===== config.mk =====
export PLATFORM = sky130hd
export DESIGN_NAME = led_ram_arbiter
export DESIGN_NICKNAME = d
export VERILOG_FILES = /design/src/rtl/led_ram_pkg.sv /design/src/rtl/led_ram_arbiter_rr_pick.sv /design/src/rtl/led_ram_arbiter.sv
export SDC_FILE = /design/constraint.sdc
export NUM_CORES = 1
export LEC_CHECK = 0
export BUFFER_PORTS_ARGS = -buffer_cell sky130_fd_sc_hd__buf_2
export CAP_MARGIN = 20
export CORE_MARGIN = 8
export CORE_UTILIZATION = 45
export CTS_BUF_LIST = sky130_fd_sc_hd__clkbuf_2
export DETAILED_ROUTE_END_ITERATION = 7
export PLACE_DENSITY_LB_ADDON = 0.1
export SETUP_SLACK_MARGIN = 0.2
export SYNTH_ARGS = -nofsm -noshare
export SYNTH_HDL_FRONTEND = slang
export SYNTH_SLANG_ARGS = --single-unit

===== constraint.sdc =====
create_clock -name clk_sb -period 1.7 [get_ports clk_sb]
set_input_delay 0.34 -clock clk_sb [delete_from_list [all_inputs] [get_ports clk_sb]]
set_output_delay 0.34 -clock clk_sb [all_outputs]
set_load 0.01 [all_outputs]

===== src/rtl/led_ram_pkg.sv =====
// Shared types and constants for the LED colour RAM arbiter.
// Owner/port encodings, the read-pipeline stage record and the bank decode helper.
package led_ram_pkg;

   localparam int NUM_BANKS_MAX = 16;
   localparam int BANK_AW       = 9;
   localparam int DATA_W        = 8;
   localparam int BANK_W        = 4;

   typedef enum logic [1:0] {
      OWN_NONE = 2'd0,
      OWN_A    = 2'd1,
      OWN_B    = 2'd2
   } owner_e;

   typedef enum logic {
      PORT_A = 1'b0,
      PORT_B = 1'b1
   } port_e;

   typedef struct packed {
      logic  vld;
      port_e port;
      logic  bank_ok;
   } rd_stage_t;

   // One-hot bank select; all zeros for banks that are not populated.
   function automatic logic [NUM_BANKS_MAX-1:0] bank_onehot(input logic [BANK_W-1:0] bank,
                                                            input int num_banks);
      logic [NUM_BANKS_MAX-1:0] oh;
      oh = '0;
      if ({28'd0, bank} < num_banks)
         oh[bank] = 1'b1;
      return oh;
   endfunction

endpackage


===== src/rtl/led_ram_arbiter_rr_pick.sv =====
// Combinational grant decision: a held lock wins until its burst budget is spent
// while the other port waits, otherwise ties go to the port not served last.
module led_ram_rr_pick import led_ram_pkg::*; #(
   parameter int MAX_BURST = 4,
   parameter int CNT_W     = 3
) (
   input  logic             req_a_i,
   input  logic             req_b_i,
   input  owner_e           owner_i,
   input  port_e            last_served_i,
   input  logic [CNT_W-1:0] burst_cnt_i,
   output logic             gnt_a_o,
   output logic             gnt_b_o
);

   localparam logic [CNT_W-1:0] CNT_MAX = CNT_W'(MAX_BURST);

   logic below_max;
   logic keep_a;
   logic keep_b;

   assign below_max = burst_cnt_i < CNT_MAX;
   assign keep_a    = (owner_i == OWN_A) && req_a_i && (below_max || !req_b_i);
   assign keep_b    = (owner_i == OWN_B) && req_b_i && (below_max || !req_a_i);

   always_comb begin
      gnt_a_o = 1'b0;
      gnt_b_o = 1'b0;
      if (keep_a) begin
         gnt_a_o = 1'b1;
      end else if (keep_b) begin
         gnt_b_o = 1'b1;
      end else if (req_a_i && req_b_i) begin
         if (last_served_i == PORT_A)
            gnt_b_o = 1'b1;
         else
            gnt_a_o = 1'b1;
      end else begin
         gnt_a_o = req_a_i;
         gnt_b_o = req_b_i;
      end
   end

endmodule


===== src/rtl/led_ram_arbiter.sv =====
// Two-port arbiter in front of the banked LED colour RAM: serialises host and
// streaming accesses, registers the RAM command and returns read data to its owner.
module led_ram_arbiter #(
   parameter int NUM_BANKS = 16,
   parameter int BANK_AW   = 9,
   parameter int MAX_BURST = 4
) (
   input  logic               clk_sb,
   input  logic               reset,
   input  logic               req_a,
   input  logic               req_b,
   input  logic               we_a,
   input  logic               we_b,
   input  logic               lock_a,
   input  logic               lock_b,
   input  logic [BANK_AW+3:0] addr_a,
   input  logic [BANK_AW+3:0] addr_b,
   input  logic [7:0]         wdata_a,
   input  logic [7:0]         wdata_b,
   output logic               gnt_a,
   output logic               gnt_b,
   output logic               rvalid_a,
   output logic               rvalid_b,
   output logic [7:0]         rdata_a,
   output logic [7:0]         rdata_b,
   output logic [15:0]        ram_sel,
   output logic [15:0]        ram_we,
   output logic [BANK_AW-1:0] addr_out,
   output logic [7:0]         data_out,
   input  logic [7:0]         data_in
);
   import led_ram_pkg::*;

   localparam int AW    = BANK_AW + BANK_W;
   localparam int CNT_W = $clog2(MAX_BURST + 1);
   localparam logic [CNT_W-1:0] CNT_MAX = CNT_W'(MAX_BURST);

   owner_e                   owner_q, owner_d;
   port_e                    last_q, last_d;
   logic [CNT_W-1:0]         cnt_q, cnt_d;
   logic [NUM_BANKS_MAX-1:0] sel_q, sel_d;
   logic [NUM_BANKS_MAX-1:0] we_q, we_d;
   logic [BANK_AW-1:0]       addr_q, addr_d;
   logic [DATA_W-1:0]        data_q, data_d;
   rd_stage_t                p1_q, p1_d;
   rd_stage_t                p2_q;
   logic                     rvalid_a_q, rvalid_a_d;
   logic                     rvalid_b_q, rvalid_b_d;
   logic [DATA_W-1:0]        rdata_a_q, rdata_a_d;
   logic [DATA_W-1:0]        rdata_b_q, rdata_b_d;

   logic                     pick_a, pick_b;
   logic                     acc_a, acc_b, acc;
   port_e                    sel_port;
   owner_e                   sel_own;
   logic                     sel_we, sel_lock;
   logic [AW-1:0]            sel_addr;
   logic [DATA_W-1:0]        sel_data;
   logic [NUM_BANKS_MAX-1:0] sel_oh;
   logic [DATA_W-1:0]        rd_byte;

   led_ram_rr_pick #(
      .MAX_BURST (MAX_BURST),
      .CNT_W     (CNT_W)
   ) u_pick (
      .req_a_i       (req_a),
      .req_b_i       (req_b),
      .owner_i       (owner_q),
      .last_served_i (last_q),
      .burst_cnt_i   (cnt_q),
      .gnt_a_o       (pick_a),
      .gnt_b_o       (pick_b)
   );

   // Grants are suppressed while reset is asserted so nothing is accepted then.
   assign gnt_a = pick_a & ~reset;
   assign gnt_b = pick_b & ~reset;
   assign acc_a = req_a & gnt_a;
   assign acc_b = req_b & gnt_b;
   assign acc   = acc_a | acc_b;

   always_comb begin
      if (acc_b) begin
         sel_port = PORT_B;
         sel_own  = OWN_B;
         sel_we   = we_b;
         sel_lock = lock_b;
         sel_addr = addr_b;
         sel_data = wdata_b;
      end else begin
         sel_port = PORT_A;
         sel_own  = OWN_A;
         sel_we   = we_a;
         sel_lock = lock_a;
         sel_addr = addr_a;
         sel_data = wdata_a;
      end
   end

   assign sel_oh = bank_onehot(sel_addr[AW-1:BANK_AW], NUM_BANKS);

   always_comb begin
      owner_d = owner_q;
      last_d  = last_q;
      cnt_d   = cnt_q;
      if (acc) begin
         last_d  = sel_port;
         owner_d = sel_lock ? sel_own : OWN_NONE;
         if (owner_q == sel_own)
            cnt_d = (cnt_q == CNT_MAX) ? cnt_q : cnt_q + 1'b1;
         else
            cnt_d = CNT_W'(1);
      end else if ((owner_q == OWN_A && !req_a) || (owner_q == OWN_B && !req_b)) begin
         owner_d = OWN_NONE;
         cnt_d   = '0;
      end
   end

   // Address and data hold between accesses; select and write enable pulse.
   always_comb begin
      sel_d  = acc ? sel_oh : '0;
      we_d   = (acc && sel_we) ? sel_oh : '0;
      addr_d = acc ? sel_addr[BANK_AW-1:0] : addr_q;
      data_d = acc ? sel_data : data_q;
   end

   always_comb begin
      p1_d.vld     = acc && !sel_we;
      p1_d.port    = sel_port;
      p1_d.bank_ok = |sel_oh;
   end

   // Unpopulated banks read back as zero; RAM output is ignored for them.
   assign rd_byte = p2_q.bank_ok ? data_in : '0;

   always_comb begin
      rvalid_a_d = p2_q.vld && (p2_q.port == PORT_A);
      rvalid_b_d = p2_q.vld && (p2_q.port == PORT_B);
      rdata_a_d  = rvalid_a_d ? rd_byte : rdata_a_q;
      rdata_b_d  = rvalid_b_d ? rd_byte : rdata_b_q;
   end

   always_ff @(posedge clk_sb) begin
      if (reset) begin
         owner_q    <= OWN_NONE;
         last_q     <= PORT_B;
         cnt_q      <= '0;
         sel_q      <= '0;
         we_q       <= '0;
         addr_q     <= '0;
         data_q     <= '0;
         p1_q       <= '0;
         p2_q       <= '0;
         rvalid_a_q <= 1'b0;
         rvalid_b_q <= 1'b0;
         rdata_a_q  <= '0;
         rdata_b_q  <= '0;
      end else begin
         owner_q    <= owner_d;
         last_q     <= last_d;
         cnt_q      <= cnt_d;
         sel_q      <= sel_d;
         we_q       <= we_d;
         addr_q     <= addr_d;
         data_q     <= data_d;
         p1_q       <= p1_d;
         p2_q       <= p1_q;
         rvalid_a_q <= rvalid_a_d;
         rvalid_b_q <= rvalid_b_d;
         rdata_a_q  <= rdata_a_d;
         rdata_b_q  <= rdata_b_d;
      end
   end

   assign ram_sel  = sel_q;
   assign ram_we   = we_q;
   assign addr_out = addr_q;
   assign data_out = data_q;
   assign rvalid_a = rvalid_a_q;
   assign rvalid_b = rvalid_b_q;
   assign rdata_a  = rdata_a_q;
   assign rdata_b  = rdata_b_q;

endmodule


==> impl_metrics.yaml <==
power:
  peakVddDrop_mv: 0.573
  p_per_area_nw_per_um2: 780
  fin_total_pwr_mw: 4.04
  p_leak_nw: 2.25
timing:
  finalCritPeriodShare_pct: 123
  fmax_mhz: 479
  max_slew_margin_pct: 65.8
  grt_setup_unrepaired: "yes"
  finalSetupViolCount: 58
  fin_worst_skew_ns: 0.0257
  hold_viol: 0
  worst_slack_ns: -0.387
  worstMarginPinSlew_ns: 0.512
  slew_viol_final: 0
  layout_min_cycle_time_ns: 2.09
drt:
  dr_wl_met2_microns: 5910
  viasPerCell: 5.48
  wl_per_cell_microns: 18.1
  highest_layer: "met4"
  wl_met1_microns: 4310
  vias: 3486
  drt_wl_total_microns: 11500
  ant_nets: 0
  drt_iter0_markers: 178
  met3_length_microns: 1020
  drc: 0
  firstDrtPassIters: 5
floorplan:
  die_w_microns: 98.6
  pin_count: 127
  coreArea_sq_um: 6680
  chipHeight_microns: 98.6
  die_area_sq_um: 9720
  rows: 30
  start_util_pct: 46.0
clock_network:
  clock_latency_ns: 0.54
  numClockSinks: 79
  clk_path_buf_depth: 2
  cts_made_buffers: 9
  root_buffer: "clkbuf_2"
  path_clk_slew_ns: 0.25
  cts_tree: "done"
  h-tree-depth: 3
synthesis:
  yosysMostFrequentCell: "dfxtp_1"
  synth_top_area_share_pct: 51.5
  synth_nets: 417
  synth_area_leaders: "dfxtp_1, nor2_1, nand2_1"
  synth_flop_cell: "dfxtp_1"
  synth_edf_count: 0
  synthTopCellsByCount: "dfxtp_1, nor2_1, nand2_1, a21oi_1, o21ai_0"
  synth_cells: 357
  syn_avg_cell_area_sq_um: 8.60
  syn_area_sq_um: 3070
  yosysTopAreaCell: "dfxtp_1"
  synthArstFlopShare_pct: 0
  ys_seq_area_share_pct: 51.5
  ys.warnings.count: 0
  synth_cell_types: 46
  ys_ff_latch: 79
critical_path:
  cp_slowest_cell: "dfxtp_4"
  path_max_fanout: 3
  startpoint_type: "flop"
  reg2reg_depth: 7
  r2r-end: "data_out[2]"
  cp_top_family: "flip-flops"
  arrival_ns: 1.75
  endpoint_kind: "primary output"
  rr_startpoint: "last_q"
  crit_chain: "nand2b_4 -> a31o_1 -> or2_4 -> inv_2 -> buf_6"
  r2r_slack_ns: -0.28
  path_depth: 5
  worstPathRequired_ns: 1.36
  criticalPathCategory: "flop to primary output"
  path_buf_inv: 2
  slowest_delay_ns: 0.42
hold_path:
  worstHoldStart: "addr_b[5]"
  holdPathStages: 3
  holdPathEnd: "addr_out[5]"
  hold_class: "input pin to flop"
finish:
  multi_input_area_sq_um: 1740
  num-fill-cells: 455
  register_area_sq_um: 1600
  fin_cells: 636
  finalNetCount: 610
  layout-drive-gt1-share_pct: 48.3
  area_growth_pct: 68.5
outcome:
  violations: "setup timing"
  run_status: "finished, violations left"
placed_design:
  dp_hpwl_microns: 6710
  dp.cells: 571
  port-buffer-count: 126
  gp_congestion: 0.858
run:
  cap_violations: 0
global_routing:
  grt_remaining_overflow: 0
  antenna_found_initial: 1
  grt_pass1_vias: 3276
  grt_pass1_wl_microns: 15200
  grt_max_degree: 35
  track_usage_pct: 19.0
-- layout make-up --
cell class | instances | area share, %
clock inverters | 7 | 2.10
repair buffers | 207 | 29.4
flip-flops and latches | 79 | 30.9
multi-input cells | 238 | 33.7
inverters | 15 | 1.09
clock buffers | 9 | 0.870
well taps | 80 | 1.93
diodes | 1 | 0.0484
-- registers in the layout (all words and copies together) (netlist names), 8 cells and up --
signal    cells
ram_sel      16
ram_we       16
addr_out      9
data_out      8
rdata_a       8
rdata_b       8
-- cell families after synthesis --
group	after synthesis	share of synthesized area (%)
buffers and inverters	40	5.46
AO/OA/AOI/OAI	83	19.2
flip-flops	79	51.5
adder cells (fa/ha/maj)	2	0.815
AND/OR/NAND/NOR	150	22.0
multiplexers	3	0.978
-- through the flow --
stage	instance area, sq um	hold WS, ns	utilization, %	TNS, ns	worst slack, ns
2_1_floorplan	3200	0.414	-	0	0.0483
3_3_place_gp	4080	0.422	61.1	-1.08	-0.0793
3_5_place_dp	4080	0.434	61.1	-2.25	-0.137
4_1_cts	4470	0.000592	66.9	-2.12	-0.383
5_1_grt	5170	0.0104	77.5	-11.51	-0.450
6_report	5170	0.0479	77.5	-9.16	-0.387
-- worst max path at each step --
stage,from,to
global placement,reset,ram_sel[0]
CTS,cnt_q[2],gnt_b
floorplan,cnt_q[2],cnt_q[0]
finish,cnt_q[2],gnt_b
global route,cnt_q[2],gnt_b
detailed placement,reset,cnt_q[1]
-- where the power goes --
part | internal, mW | switching [mW] | total [mW]
Clock | 0.523 | 0.745 | 1.27
Combinational | 0.396 | 0.406 | 0.802
Sequential | 1.92 | 0.0463 | 1.97
Total | 2.84 | 1.20 | 4.04
-- tightest hold or removal path: cells and delay by family --
kind / cells / cell delay, ns
buffers and inverters: 1 / 0.10
AND/OR/NAND/NOR: 1 / 0.10
AO/OA/AOI/OAI: 1 / 0.05
-- metal layers --
layer  vias up  track usage, %
met5         -               0
met4         0            5.90
met3        30            8.95
met2       146            32.9
met1      1666            20.1
li1       1644               -
-- cell usage in the layout (no fill, tap or decap), types with 5 or more instances in the layout --
| cell | count |
|---|---|
| nor2b_1 | 5 |
| clkbuf_16 | 6 |
| a21oi_1 | 20 |
| buf_4 | 34 |
| o21ai_2 | 13 |
| a311oi_2 | 6 |
| nor2_1 | 43 |
| nor3_1 | 5 |
| buf_2 | 123 |
| dfxtp_2 | 7 |
| dlygate4sd3_1 | 26 |
| inv_1 | 14 |
| buf_6 | 13 |
| nand2_1 | 42 |
| clkbuf_2 | 9 |
| nand3_1 | 18 |
| nand2b_1 | 5 |
| nor2_2 | 9 |
| dfxtp_1 | 70 |
| nor2_4 | 5 |
| a311oi_1 | 11 |
-- repair_timing --
item / in CTS / in global routing
cloned: 0 / 7
resized for setup: 21 / 84
hold buffers: 8 / 18
setup endpoints to repair: 56 / 63
setup buffers: 5 / 10
endpoints found under the hold margin: 8 / 14
pin swaps: 10 / 34
No activity file was read; power rests on OpenSTA's default activity.
